==> config.mk <==
export PLATFORM = sky130hd
export DESIGN_NAME = booth_mult_scheduler
export DESIGN_NICKNAME = d
export VERILOG_FILES = /design/src/rtl/booth_mult_pkg.sv /design/src/rtl/booth_step.sv /design/src/rtl/booth_mult_scheduler.sv
export SDC_FILE = /design/constraint.sdc
export NUM_CORES = 1
export LEC_CHECK = 0
export ABC_AREA = 1
export ABC_CLOCK_PERIOD_IN_PS = 2000
export CAP_MARGIN = 20
export CORE_ASPECT_RATIO = 1.4
export CORE_MARGIN = 2
export CORE_UTILIZATION = 47
export DETAILED_ROUTE_END_ITERATION = 12
export GPL_TIMING_DRIVEN = 0
export HOLD_SLACK_MARGIN = 0.12
export PLACE_DENSITY = 0.77
export SLEW_MARGIN = 20
export SYNTH_ARGS = -nofsm -noshare
export SYNTH_HDL_FRONTEND = slang
export SYNTH_HIERARCHICAL = 1
export SYNTH_SLANG_ARGS = --single-unit
export TNS_END_PERCENT = 10
==> constraint.sdc <==
create_clock -name CLK -period 2 [get_ports CLK]
set_input_delay 0.6 -clock CLK [delete_from_list [all_inputs] [get_ports CLK]]
set_output_delay 0.6 -clock CLK [all_outputs]
set_load 0.01 [all_outputs]
==> src/rtl/booth_mult_pkg.sv <==
// Shared types and helpers for the Booth multiplier scheduler.
package booth_mult_pkg;

    typedef enum logic [1:0] {
        IDLE = 2'd0,
        STEP = 2'd1,
        DONE = 2'd2
    } state_e;

    typedef enum logic [1:0] {
        OP_NOP = 2'd0,
        OP_ADD = 2'd1,
        OP_SUB = 2'd2
    } booth_op_e;

    // Serial frame: start bit, 2*OP_W product bits, stop bit.
    function automatic int frame_len(input int op_w);
        return 2 * op_w + 2;
    endfunction

    function automatic booth_op_e booth_decode(input logic q0, input logic q_minus);
        booth_op_e op;
        case ({q0, q_minus})
            2'b10:   op = OP_SUB;
            2'b01:   op = OP_ADD;
            default: op = OP_NOP;
        endcase
        return op;
    endfunction

endpackage

==> src/rtl/booth_step.sv <==
// One combinational radix-2 Booth iteration: add/sub, then arithmetic shift of {acc,Q,q_minus}.
module booth_step
    import booth_mult_pkg::*;
#(
    parameter int OP_W = 4
) (
    input  logic [OP_W:0]   acc,
    input  logic [OP_W-1:0] q,
    input  logic            q_minus,
    input  logic [OP_W:0]   m,
    output logic [OP_W:0]   acc_next,
    output logic [OP_W-1:0] q_next,
    output logic            q_minus_next
);

    logic [OP_W:0] sum_s;

    // Booth add/subtract selected by the low multiplier bit pair.
    always_comb begin
        sum_s = acc;
        case (booth_decode(q[0], q_minus))
            OP_ADD:  sum_s = acc + m;
            OP_SUB:  sum_s = acc - m;
            default: sum_s = acc;
        endcase
    end

    assign acc_next     = {sum_s[OP_W], sum_s[OP_W:1]};
    assign q_next       = {sum_s[0], q[OP_W-1:1]};
    assign q_minus_next = q[0];

endmodule

==> src/rtl/booth_mult_scheduler.sv <==
// Round-robin scheduler for a shared radix-2 Booth multiplier with valid/ready response.
// Optional serial product framing on tx is enabled by defining BOOTH_SERIAL_TX_EN.
module booth_mult_scheduler
    import booth_mult_pkg::*;
#(
    parameter int N_REQ = 2,
    parameter int OP_W  = 4,
    parameter int ID_W  = ($clog2(N_REQ) > 1) ? $clog2(N_REQ) : 1
) (
    input  logic                   CLK,
    input  logic                   rst,
    input  logic [N_REQ-1:0]       req_valid,
    output logic [N_REQ-1:0]       req_ready,
    input  logic [N_REQ*OP_W-1:0]  req_multiplier,
    input  logic [N_REQ*OP_W-1:0]  req_multiplicand,
    output logic                   rsp_valid,
    input  logic                   rsp_ready,
    output logic [2*OP_W-1:0]      rsp_product,
    output logic [ID_W-1:0]        rsp_id,
    output logic                   tx
);

    localparam int CNT_W = $clog2(OP_W + 1);

    state_e              state_r, state_nx_s;
    logic [ID_W-1:0]     last_grant_r;
    logic [ID_W-1:0]     grant_idx_s;
    logic                grant_found_s;
    logic [N_REQ-1:0]    req_ready_s;
    logic [OP_W:0]       acc_r, m_r, acc_nx_s;
    logic [OP_W-1:0]     q_r, q_nx_s, mcand_s;
    logic                qm_r, qm_nx_s;
    logic [CNT_W-1:0]    cnt_r;
    logic                last_iter_s;
    logic                exit_s;
    logic [2*OP_W-1:0]   product_r;
    logic [ID_W-1:0]     rsp_id_r;
    logic                rsp_valid_r;

    // Round-robin search starting just after the previous grant, only while idle.
    always_comb begin
        req_ready_s   = '0;
        grant_idx_s   = last_grant_r;
        grant_found_s = 1'b0;
        if (state_r == IDLE) begin
            for (int k = 1; k <= N_REQ; k++) begin
                if (!grant_found_s && req_valid[(int'(last_grant_r) + k) % N_REQ]) begin
                    grant_found_s = 1'b1;
                    grant_idx_s   = ID_W'((int'(last_grant_r) + k) % N_REQ);
                end else begin
                    grant_found_s = grant_found_s;
                end
            end
            if (grant_found_s) begin
                req_ready_s[grant_idx_s] = 1'b1;
            end else begin
                req_ready_s = '0;
            end
        end else begin
            grant_found_s = 1'b0;
        end
    end

    assign mcand_s     = req_multiplicand[int'(grant_idx_s)*OP_W +: OP_W];
    assign last_iter_s = (cnt_r == CNT_W'(OP_W - 1));

    booth_step #(.OP_W(OP_W)) u_step (
        .acc          (acc_r),
        .q            (q_r),
        .q_minus      (qm_r),
        .m            (m_r),
        .acc_next     (acc_nx_s),
        .q_next       (q_nx_s),
        .q_minus_next (qm_nx_s)
    );

`ifdef BOOTH_SERIAL_TX_EN
    localparam int FRAME_LEN = frame_len(OP_W);
    localparam int FRC_W     = $clog2(FRAME_LEN);

    logic [FRC_W-1:0]     frame_cnt_r;
    logic                 tx_r;
    logic [FRAME_LEN-1:0] frame_vec_s;

    assign frame_vec_s = {1'b1, product_r, 1'b0};
    // Exit waits for both the response handshake (now or earlier) and the stop bit.
    assign exit_s = (!rsp_valid_r || rsp_ready) && (frame_cnt_r == FRC_W'(FRAME_LEN - 1));

    // Frame shifter: start bit on DONE entry, then one frame bit per cycle.
    always_ff @(posedge CLK) begin
        if (!rst) begin
            tx_r        <= 1'b1;
            frame_cnt_r <= '0;
        end else if (state_r == STEP && last_iter_s) begin
            tx_r        <= 1'b0;
            frame_cnt_r <= '0;
        end else if (state_r == DONE && frame_cnt_r != FRC_W'(FRAME_LEN - 1)) begin
            tx_r        <= frame_vec_s[frame_cnt_r + FRC_W'(1)];
            frame_cnt_r <= frame_cnt_r + FRC_W'(1);
        end else if (state_r != DONE) begin
            tx_r <= 1'b1;
        end
    end

    assign tx = tx_r;
`else
    assign exit_s = rsp_valid_r && rsp_ready;
    assign tx     = 1'b1;
`endif

    // Next-state logic.
    always_comb begin
        state_nx_s = state_r;
        case (state_r)
            IDLE: if (grant_found_s) state_nx_s = STEP; else state_nx_s = IDLE;
            STEP: if (last_iter_s)   state_nx_s = DONE; else state_nx_s = STEP;
            DONE: if (exit_s)        state_nx_s = IDLE; else state_nx_s = DONE;
            default:                 state_nx_s = IDLE;
        endcase
    end

    // State register.
    always_ff @(posedge CLK) begin
        if (!rst) begin
            state_r <= IDLE;
        end else begin
            state_r <= state_nx_s;
        end
    end

    // Operand capture, Booth iterations and response registers.
    always_ff @(posedge CLK) begin
        if (!rst) begin
            acc_r        <= '0;
            q_r          <= '0;
            qm_r         <= 1'b0;
            m_r          <= '0;
            cnt_r        <= '0;
            product_r    <= '0;
            rsp_id_r     <= '0;
            rsp_valid_r  <= 1'b0;
            last_grant_r <= ID_W'(N_REQ - 1);
        end else begin
            case (state_r)
                IDLE: begin
                    if (grant_found_s) begin
                        acc_r        <= '0;
                        q_r          <= req_multiplier[int'(grant_idx_s)*OP_W +: OP_W];
                        qm_r         <= 1'b0;
                        m_r          <= {mcand_s[OP_W-1], mcand_s};
                        cnt_r        <= '0;
                        rsp_id_r     <= grant_idx_s;
                        last_grant_r <= grant_idx_s;
                    end
                end
                STEP: begin
                    acc_r <= acc_nx_s;
                    q_r   <= q_nx_s;
                    qm_r  <= qm_nx_s;
                    cnt_r <= cnt_r + CNT_W'(1);
                    if (last_iter_s) begin
                        product_r   <= {acc_nx_s[OP_W-1:0], q_nx_s};
                        rsp_valid_r <= 1'b1;
                    end
                end
                DONE: begin
                    if (rsp_valid_r && rsp_ready) begin
                        rsp_valid_r <= 1'b0;
                    end
                end
                default: begin
                    rsp_valid_r <= 1'b0;
                end
            endcase
        end
    end

    assign req_ready   = req_ready_s;
    assign rsp_valid   = rsp_valid_r;
    assign rsp_product = product_r;
    assign rsp_id      = rsp_id_r;

endmodule

**Yosys cells after proc, flatten, opt, wreduce, memory -nomap -nowiden**

Index checks and enable logic that the tools add are counted.

- Register bits after elaboration: 30
- Input bits: 21
- Output and inout port bits: 13
- Logic and storage cells: 80

- Add/subtract/negate cells: 5
- $lt $le $gt $ge: 4
- Equality and inequality tests: 10
- Shifts and indexed selects: 2
- Muxes and demuxes: 36
- Bitwise operators: 3
- Reduce and logical (&&, ||, !) cells: 10

Operators with widths:

| operator | count |
|---|---|
| 2-to-1 mux 1 bit | 20 |
| case mux 5 bit (2 select lines) | 2 |
| variable part select 8 x 4 -> 4 bit | 2 |
| 2-to-1 mux 2 bit | 4 |
| case mux 4 bit (2 select lines) | 1 |
| equality test 2 x 1 -> 1 bit, second input constant | 3 |
| equality test 2 bit, second input constant | 3 |
| less-than comparator 2 x 3 -> 1 bit, second input constant | 2 |
| inequality test 2 bit, second input constant | 3 |
| case mux 2 bit (3 select lines) | 1 |
| case mux 3 bit (2 select lines) | 1 |
| AND reduction 2 bit | 3 |
| adder 5 bit | 1 |
| 2-to-1 mux 5 bit | 1 |
| subtractor 5 bit | 1 |
| 2-to-1 mux 4 bit | 1 |
| case mux 2 bit (2 select lines) | 1 |
| adder 3 x 1 -> 3 bit, second input constant | 1 |
| equality test 3 x 2 -> 1 bit, second input constant | 1 |
| logical AND 1 bit | 3 |
| 2-to-1 mux 3 bit | 1 |
| case mux 1 bit (3 select lines) | 1 |
| AND reduction 3 bit | 1 |
| adder 1 bit, second input constant | 2 |
| 9 further kinds | 10 |

**Logic depth before layout (Yosys ltp)**

Gate-level depths: netlist (run 1).

- Depth after elaboration: 17
- Gate-level depth with buffers: 17
- Gate-level depth less buffers: 16

**By module**

The synthesis (run 1) kept the hierarchy.

By module, submodules not included:

| module | instances | cells each | area an instance (um^2) | seq. area each (um^2) |
|---|---|---|---|---|
| booth_mult_scheduler | 1 | 197 | 1392.6 | 600.6 |
| booth_step | 1 | 67 | 375.4 | 0.0 |

**Least setup slack after synthesis (run 1)**

Ideal clock, no wire load.

- Path type: register to register
- Start: register m_r[0]
- End: register acc_r[4]
- Setup time: 0.132 ns
- Arrival: 1.971 ns
- Path slack: -0.103 ns
- Cell stages (with the launch flop): 16
- Clock period less this slack: 2.103 ns
- Path through: dfxtp_1 > inv_1 > ha_1 > inv_1 > o21ai_0 > fa_1 > nand3b_1 > nand2_1 > inv_1 > nand2_1 > nand3_1 > nand2_1 > nand2_1 > buf_4 > nand2_1 > a21oi_1

- Longest elaborated chain between the ends: 3
- Elaborated cells on any way between the ends: 4
- Classes of those cells: 2 x add/sub; 2 x mux

RTL lines:

| element | line | text |
|---|---|---|
| start: declaration | booth_mult_scheduler.sv:30 | `logic [OP_W:0] acc_r, m_r, acc_nx_s;` |
| start signal: assignment | booth_mult_scheduler.sv:150 | `m_r <= {mcand_s[OP_W-1], mcand_s};` |
| subtractor 5 bit / adder 5 bit (equally long branches) | booth_step.sv:23, booth_step.sv:22 |  |
| case mux 5 bit (2 select lines) (*) | booth_step.sv:21 | `case (booth_decode(q[0], q_minus))` |
| net acc_nx_s[3] | booth_mult_scheduler.sv:30 |  |
| case mux 5 bit (2 select lines) (*) | booth_mult_scheduler.sv:144 | `case (state_r)` |
| end signal: assignment | booth_mult_scheduler.sv:157 | `acc_r <= acc_nx_s;` |
| end: declaration | booth_mult_scheduler.sv:30 |  |

Mark *: on every way through the listed nets, which the timed path passes. The rest lies on a longest branch.
A chain may end at the register's enable or synchronous reset.

**Worst setup path after layout (run 1)**

- Start: register qm_r
- End: register acc_r[4]

- Longest elaborated chain between the ends: 5
- Elaborated cells on any way between the ends: 7
- Classes of those cells: 4 x eq/ne; 3 x mux

RTL lines:

| element | line | text |
|---|---|---|
| start: declaration | booth_mult_scheduler.sv:32 | `logic qm_r, qm_nx_s;` |
| start signal: assignment | booth_mult_scheduler.sv:159 | `qm_r <= qm_nx_s;` |
| equality test 2 x 1 -> 1 bit / equality test 2 bit (equally long branches) | booth_mult_pkg.sv:23 | `case ({q0, q_minus})` |
| case mux 2 bit (2 select lines) (*) | booth_mult_pkg.sv:23 |  |
| equality test 2 bit / equality test 2 x 1 -> 1 bit (equally long branches) | booth_step.sv:21 |  |
| case mux 5 bit (2 select lines) (*) | booth_step.sv:21 |  |
| net acc_nx_s[3] | booth_mult_scheduler.sv:30 |  |
| case mux 5 bit (2 select lines) (*) | booth_mult_scheduler.sv:144 |  |

Marked as above.

==> results.toml, run 1 <==
[run_status]
status = "complete, but fails checks"
failed_checks = "negative setup slack"

[timing]
hold_viol = 0
rsz0062_at_grt = "true"
fin_crit_ns = 2.14
finalMaxSlewViolations = 0
skew_ns = 0.00596
worst_slew_pin_slew_ns = 0.517
totalNegativeSetupSlack_ns = -0.294
whs_ns = 0.463
setup_ws_ns = -0.145
period_share_pct = 107
setup_viol = 4
slew_headroom_pct = 65.5
max_freq_mhz = 466

[power]
power_density_nw_per_um2 = 844
total_power_w = 0.00206
vdd_ir_drop_max_mv = 0.740
leakagePower_nw = 1.06

[setup_path]
critPathBufInv = 3
cp_max_fo = 4
crit_slowest_cell = "fa_2"
cp_slowest_stage_delay_ns = 0.40
r2r.worst_path.cells = 15
crit_required_ns = 2.16
crit_arrival_ns = 2.30
ff2ff_setup_slack_ns = -0.14
cp.depth = 15
path_delay_family = "simple AND/OR/NAND/NOR gates"
endpoint_kind = "register"
crit_chain = "inv_2 -> ha_4 -> nand2_1 -> o21ai_4 -> fa_2 -> nand3b_1 -> nand2_2 -> inv_2 -> nand2_2 -> nand3_2 -> nand2_2 -> nand2_4 -> buf_6 -> nand2_2 -> a21oi_2"
crit_type = "register to register"
cp_common_cell = "nand2_2"
start_kind = "register"

[global_routing]
grt_max_degree = 11
grt_usage_pct = 21.5
grt_first_pass_wirelength_mm = 7.33
grt_pass1_vias = 1733
antenna_found_initial = 0
grt.overflow.total = 0

[routing]
viasPerCell = 5.06
dr.pass1.iters = 4
drt-initial-drc-count = 69
via_count = 1777
drtAntennaViolNets = 0
wl_per_cell_um = 12.3
postRouteWirelength_mm = 4.31
drc = 0

[synth]
yosysUniqueCellTypes = 25
yosysSeqAreaShare_pct = 34.0
yosysMostFrequentCell = "nand2_1"
dominantRegCellSynth = "dfxtp_1"
netlist_top_cells_area = "dfxtp_1 34%, nand3_1 14%, nand2_1 12%, inv_1 9.3%, a21oi_1 8.2%"
netlist_area_um2 = 1770
ys_ff_latch = 30
ys_warn_count = 6
synth_area_per_cell_um2 = 6.70
netlist.area_leader.share_pct = 34.0
synth_nets = 294
synth_edf_count = 0
synth_common_cells = "56 x nand2_1, 51 x nand3_1, 44 x inv_1, 30 x dfxtp_1, 29 x a21oi_1"
synthCells = 264
netlist.top_cell.by_area = "dfxtp_1"
async_flop_share_pct = 0

[clock_network]
clk_pin_slew_worst_paths_ns = 0.07
cts_tree = "yes"
clock_latency_ns = 0.29
htree_levels = 2
cts-root-buf = "clkbuf_8"
cts_hold_buf = 0
cts_buffers = 5
cts.sinks = 30
clockBufferDepth = 2

[layout]
drive_above_1_share_pct = 20.4
fill_cells = 321
n_antenna_cell = 0
syn_to_final_growth_pct = 37.9
finalNetCount = 338

[die]
die_x_um = 55.8
row_count = 26
start_util_pct = 48.5
core_um2 = 3640
die_h_um = 76.6
fp.dieArea_um2 = 4280
pin_count = 34

[min_path]
hp-class = "register to register"
worstHoldPathCells = 2

[placed_design]
place_hpwl_mm = 3.11
numPortBuffers = 32
gp_congestion = 0.843

[flow_run]
maxCapViolations = 0
==> timing repair <==
item	CTS	global route
gates resized for setup	32	15
pin swaps	10	4
buffers inserted	6	0
setup endpoints to repair	9	11
==> worst paths after layout <==
| path | start | end |
|---|---|---|
| setup / recovery | qm_r | acc_r[4] |
| hold / removal | rsp_product[1] | rsp_product[1] |
| setup reg to reg | qm_r | acc_r[4] |
| hold reg to reg | rsp_product[1] | rsp_product[1] |
==> layout make-up <==
| cell class | instances | area, µm² | share of cell area, % |
|---|---|---|---|
| multi-input combinational | 170 | 1010 | 41.3 |
| sequential | 30 | 604 | 24.8 |
| timing repair buffer | 38 | 352 | 14.4 |
| inverter | 50 | 188 | 7.70 |
| buffer | 13 | 91.3 | 3.75 |
| clock buffer | 6 | 82.6 | 3.39 |
| clock inverter | 2 | 60.1 | 2.46 |
| tap | 42 | 52.6 | 2.16 |
==> registers in the layout (all words and copies together), names as in the netlist <==
register / cells
m_r: 4
last_grant_r: 1
rsp_valid: 1
q_r: 4
rsp_product: 8
state_r: 2
acc_r: 5
cnt_r: 3
rsp_id: 1
qm_r: 1
==> kinds of logic (layout without fill, tap and decap cells) <==
group	Yosys count	after routing	share of synthesized area (%)
and+or+nand+nor	116	116	29.0
AOI/OAI and AO/OA	42	42	13.0
adders and majority gates	9	9	6.79
buffers and inverters	64	109	16.0
DFF	30	30	34.0
other	1	1	0.212
xor gates and xnor gates	2	2	0.991
==> power breakdown <==
part | internal [W] | switching [W]
clock network | 0.000531 | 0.000230
logic | 0.000283 | 0.000347
registers | 0.000636 | 0.0000300
total | 0.00145 | 0.000607
==> cell usage in the layout, fill, tap and decap left out, types with 3 or more instances in the layout <==
master / n
dfxtp_2: 3
a21oi_1: 27
clkdlybuf4s50_1: 28
ha_4: 3
o21ai_1: 3
nand2_1: 50
nand2_2: 5
nand3_1: 49
inv_1: 39
buf_2: 6
dfxtp_1: 27
clkbuf_8: 6
inv_2: 9
buf_4: 11
ha_1: 5
nor2_1: 4
o21ai_0: 3
==> per-layer routing <==
layer	GRT usage [%]	wire length, µm	up-vias	part of all wire, %
li1	-	-	929	-
met1	23.1	1770	816	41
met2	39.6	2330	23	54
met3	4.92	120	9	2.8
met4	8.57	91	0	2.1
met5	0	0	-	0
==> metrics by stage <==
step	setup slack [ns]	area (µm²)	util, %	cells
5_1_grt	-0.305	2440	66.9	351
2_1_floorplan	0.000911	1780	-	264
4_1_cts	-0.106	2410	66.2	351
6_report	-0.145	2440	66.9	351
3_3_place_gp	-0.806	2160	59.2	338
3_5_place_dp	-0.819	2160	59.2	338
==> tightest hold or removal path: stages (launching register included) <==
cell     delay (ns)
dfxtp_1        0.31
nand2_1        0.06
a21oi_1        0.05
No activity file was read; power rests on OpenSTA's default activity.
==> run 2: changes to the inputs <==
--- a/config.mk
+++ b/config.mk
@@ -6,18 +6,16 @@
 export NUM_CORES = 1
 export LEC_CHECK = 0
 export ABC_AREA = 1
-export ABC_CLOCK_PERIOD_IN_PS = 2000
 export CAP_MARGIN = 20
 export CORE_ASPECT_RATIO = 1.4
 export CORE_MARGIN = 2
-export CORE_UTILIZATION = 47
+export CORE_UTILIZATION = 45
 export DETAILED_ROUTE_END_ITERATION = 12
 export GPL_TIMING_DRIVEN = 0
 export HOLD_SLACK_MARGIN = 0.12
-export PLACE_DENSITY = 0.77
+export PLACE_DENSITY = 0.76
 export SLEW_MARGIN = 20
 export SYNTH_ARGS = -nofsm -noshare
 export SYNTH_HDL_FRONTEND = slang
-export SYNTH_HIERARCHICAL = 1
 export SYNTH_SLANG_ARGS = --single-unit
 export TNS_END_PERCENT = 10
==> run 2 against run 1 <==
The run still ends with negative setup slack left. Cell count shrank 8.5%. Sequential share of layout area grew 1.4 points. Die area shrank 5.5%. Maximum frequency grew 6.9%. Highest routed layer unchanged. Hold slack is essentially flat. Register-to-register slack gained 0.14 ns. Sequential cell count shrank 1. Combinational power shrank 15%. Via count shrank 11%. Clock skew shrank 0.00065 ns. Utilization shrank 0.67 points. Total power shrank 12%.
==> results.toml, run 2 <==
[run_status]
status = "complete, but fails checks"
failed_checks = "negative setup slack"

[placed_design]
pre_cts_ws_ns = -0.639
place_hpwl_mm = 2.56
dp.cells = 301
numPortBuffers = 31
gp_congestion = 0.871

[timing]
hold_viol = 0
rsz0062_at_grt = "true"
fin_crit_ns = 2.01
max_freq_mhz = 499
setup_viol = 1
skew_ns = 0.00531
slew_headroom_pct = 63.8
period_share_pct = 100
setup_ws_ns = -0.00529
finalMaxSlewViolations = 0
worst_slew_pin_slew_ns = 0.542

[clock_network]
cts-root-buf = "clkbuf_8"
clockBufferDepth = 2
cts_buffers = 5
cts_tree = "yes"
cts_hold_buf = 0
clock_latency_ns = 0.28
htree_levels = 2
clk_pin_slew_worst_paths_ns = 0.06
cts.sinks = 29

[synth]
synth_fa_ha_area_share_pct = 7.54
synth_area_per_cell_um2 = 6.93
synth_mux_area_share_pct = 0
async_flop_share_pct = 0
synth_nets = 260
synth_compound_area_share_pct = 18.0
synthCells = 230
synth_top_family_by_area = "simple AND/OR/NAND/NOR gates"
ys_ff_latch = 29
yosysUniqueCellTypes = 28
netlist.top_cell.by_area = "dfxtp_1"
yosysSeqAreaShare_pct = 36.4
ys_warn_count = 0
synth_xor_area_share_pct = 1.10
netlist_area_um2 = 1590
netlist_top_cells_area = "dfxtp_1 36%, nand2_1 15%, inv_1 9.2%, a21oi_1 6.3%, ha_1 6.3%"
dominantRegCellSynth = "dfxtp_1"
yosysMostFrequentCell = "nand2_1"
synth_edf_count = 0
synth_common_cells = "63 x nand2_1, 39 x inv_1, 29 x dfxtp_1, 20 x a21oi_1, 14 x nand3_1"
synth-simple-area-share_pct = 24.3
netlist.area_leader.share_pct = 36.4

[routing]
via_count = 1581
dr.pass1.iters = 4
viasPerCell = 4.93
postRouteWirelength_mm = 3.65
drc = 0
drt-initial-drc-count = 42
drtAntennaViolNets = 0
wl_per_cell_um = 11.4

[power]
vdd_ir_drop_max_mv = 0.621
leakagePower_nw = 0.982
power_density_nw_per_um2 = 810

[layout]
fin_cells = 321
syn_to_final_growth_pct = 40.3
drive_above_1_share_pct = 18.5
layout_commonest_cell = "nand2_1"
largest_register_ffs = 8
layout_common_cells = "60 x nand2_1, 36 x inv_1, 27 x clkdlybuf4s50_1"
n_antenna_cell = 0
finalNetCount = 310

[setup_path]
cp_max_fo = 6
crit_arrival_ns = 2.19
endpoint_kind = "register"
crit_type = "register to register"
r2r_end = "rsp_product[7]"
ff2ff_setup_slack_ns = -0.005
r2r.worst_path.cells = 15
r2r-start = "qm_r"
crit_required_ns = 2.18
start_kind = "register"

[min_path]
hold_end = "cnt_r[0]"
worstHoldPathCells = 1
holdCritStartpoint = "cnt_r[0]"
hp-class = "register to register"

[die]
die_h_um = 74.4
pin_count = 34
die_x_um = 54.3
fp.dieArea_um2 = 4040
start_util_pct = 47.2
core_um2 = 3380
row_count = 25

[global_routing]
grt.overflow.total = 0
grt_pass1_vias = 1409
grt_max_degree = 11
antenna_found_initial = 0
grt_first_pass_wirelength_mm = 5.69
grt_usage_pct = 19.3

[flow_run]
maxCapViolations = 0
==> run 2: cell families (layout without fill, tap and decap cells) <==
kind of cell,Yosys count,count (layout)
buf+inv,49,100
other cells,1,1
xor+xnor,2,2
fa+ha+maj,9,9
flops,29,29
compound gates,48,48
simple gates,92,92
==> run 2: worst max-delay path, cell delays in order (launching register included) <==
cell and delay (ns):
dfxtp_2 0.33, inv_2 0.05, ha_4 0.18, a31oi_4 0.15, xor2_1 0.17, inv_1 0.10
ha_4 0.29, nand2_2 0.04, nor2_1 0.09, nor2_1 0.05, nand2_1 0.08, nand3_1 0.07
nand2_1 0.07, nand2_2 0.07, o21ai_2 0.12, inv_1 0.04
==> run 2: cell type report <==
cell class                 count  area, µm²
timing repair buffer          43        388
multi-input combinational    152        895
buffer                         9       48.8
tap                           40       50.0
inverter                      40        153
fill                         297       1140
sequential                    29        587
clock inverter                 1       30.0
clock buffer                   7       86.3
==> run 2: timing repair <==
item,in CTS,in global routing
buffers inserted,8,4
resized for setup,20,18
endpoints found under the setup margin,9,6
pin swaps,5,16
==> run 2: per-layer routing <==
layer | part of all wire (%) | global-route usage (%)
met3 | 2.7 | 4.82
met5 | 0 | 0
met1 | 42 | 20.6
met2 | 53 | 34.5
met4 | 2.4 | 8.61
==> run 2: per-stage QoR <==
stage                     instance area (µm²)  hold slack (ns)  total power, W  setup TNS [ns]  utilization (%)
after global placement                   1950            0.450         0.00108           -2.07             57.9
after CTS                                2150            0.464         0.00175         -0.0436             63.8
final                                    2240            0.463         0.00181        -0.00529             66.2
after detailed placement                 1950            0.456         0.00109           -2.61             57.9
after global routing                     2240            0.474         0.00191          -0.517             66.2
after floorplan                          1590            0.433        0.000958               0                -
==> run 2: where the power goes <==
part / switching (W) / internal, W / leakage [nW] / total (W)
registers: 0.0000325 / 0.000615 / 0.238 / 0.000648
logic: 0.000288 / 0.000248 / 0.685 / 0.000536
clock network: 0.000223 / 0.000406 / 0.0585 / 0.000629
total: 0.000544 / 0.00127 / 0.982 / 0.00181
==> run 2: worst max-delay path by stage <==
| stage | depth (start not counted) | slack [ns] | from | endpoint |
|---|---|---|---|---|
| after floorplan | 14 | 0.04 | qm_r | rsp_product[7] |
| after global placement | 5 | -0.63 | req_valid[1] | req_ready[0] |
| after detailed placement | 5 | -0.64 | req_valid[1] | req_ready[0] |
| after CTS | 15 | -0.04 | qm_r | rsp_product[7] |
| after global routing | 15 | -0.16 | qm_r | rsp_product[7] |
| final | 15 | -0.005 | qm_r | rsp_product[7] |
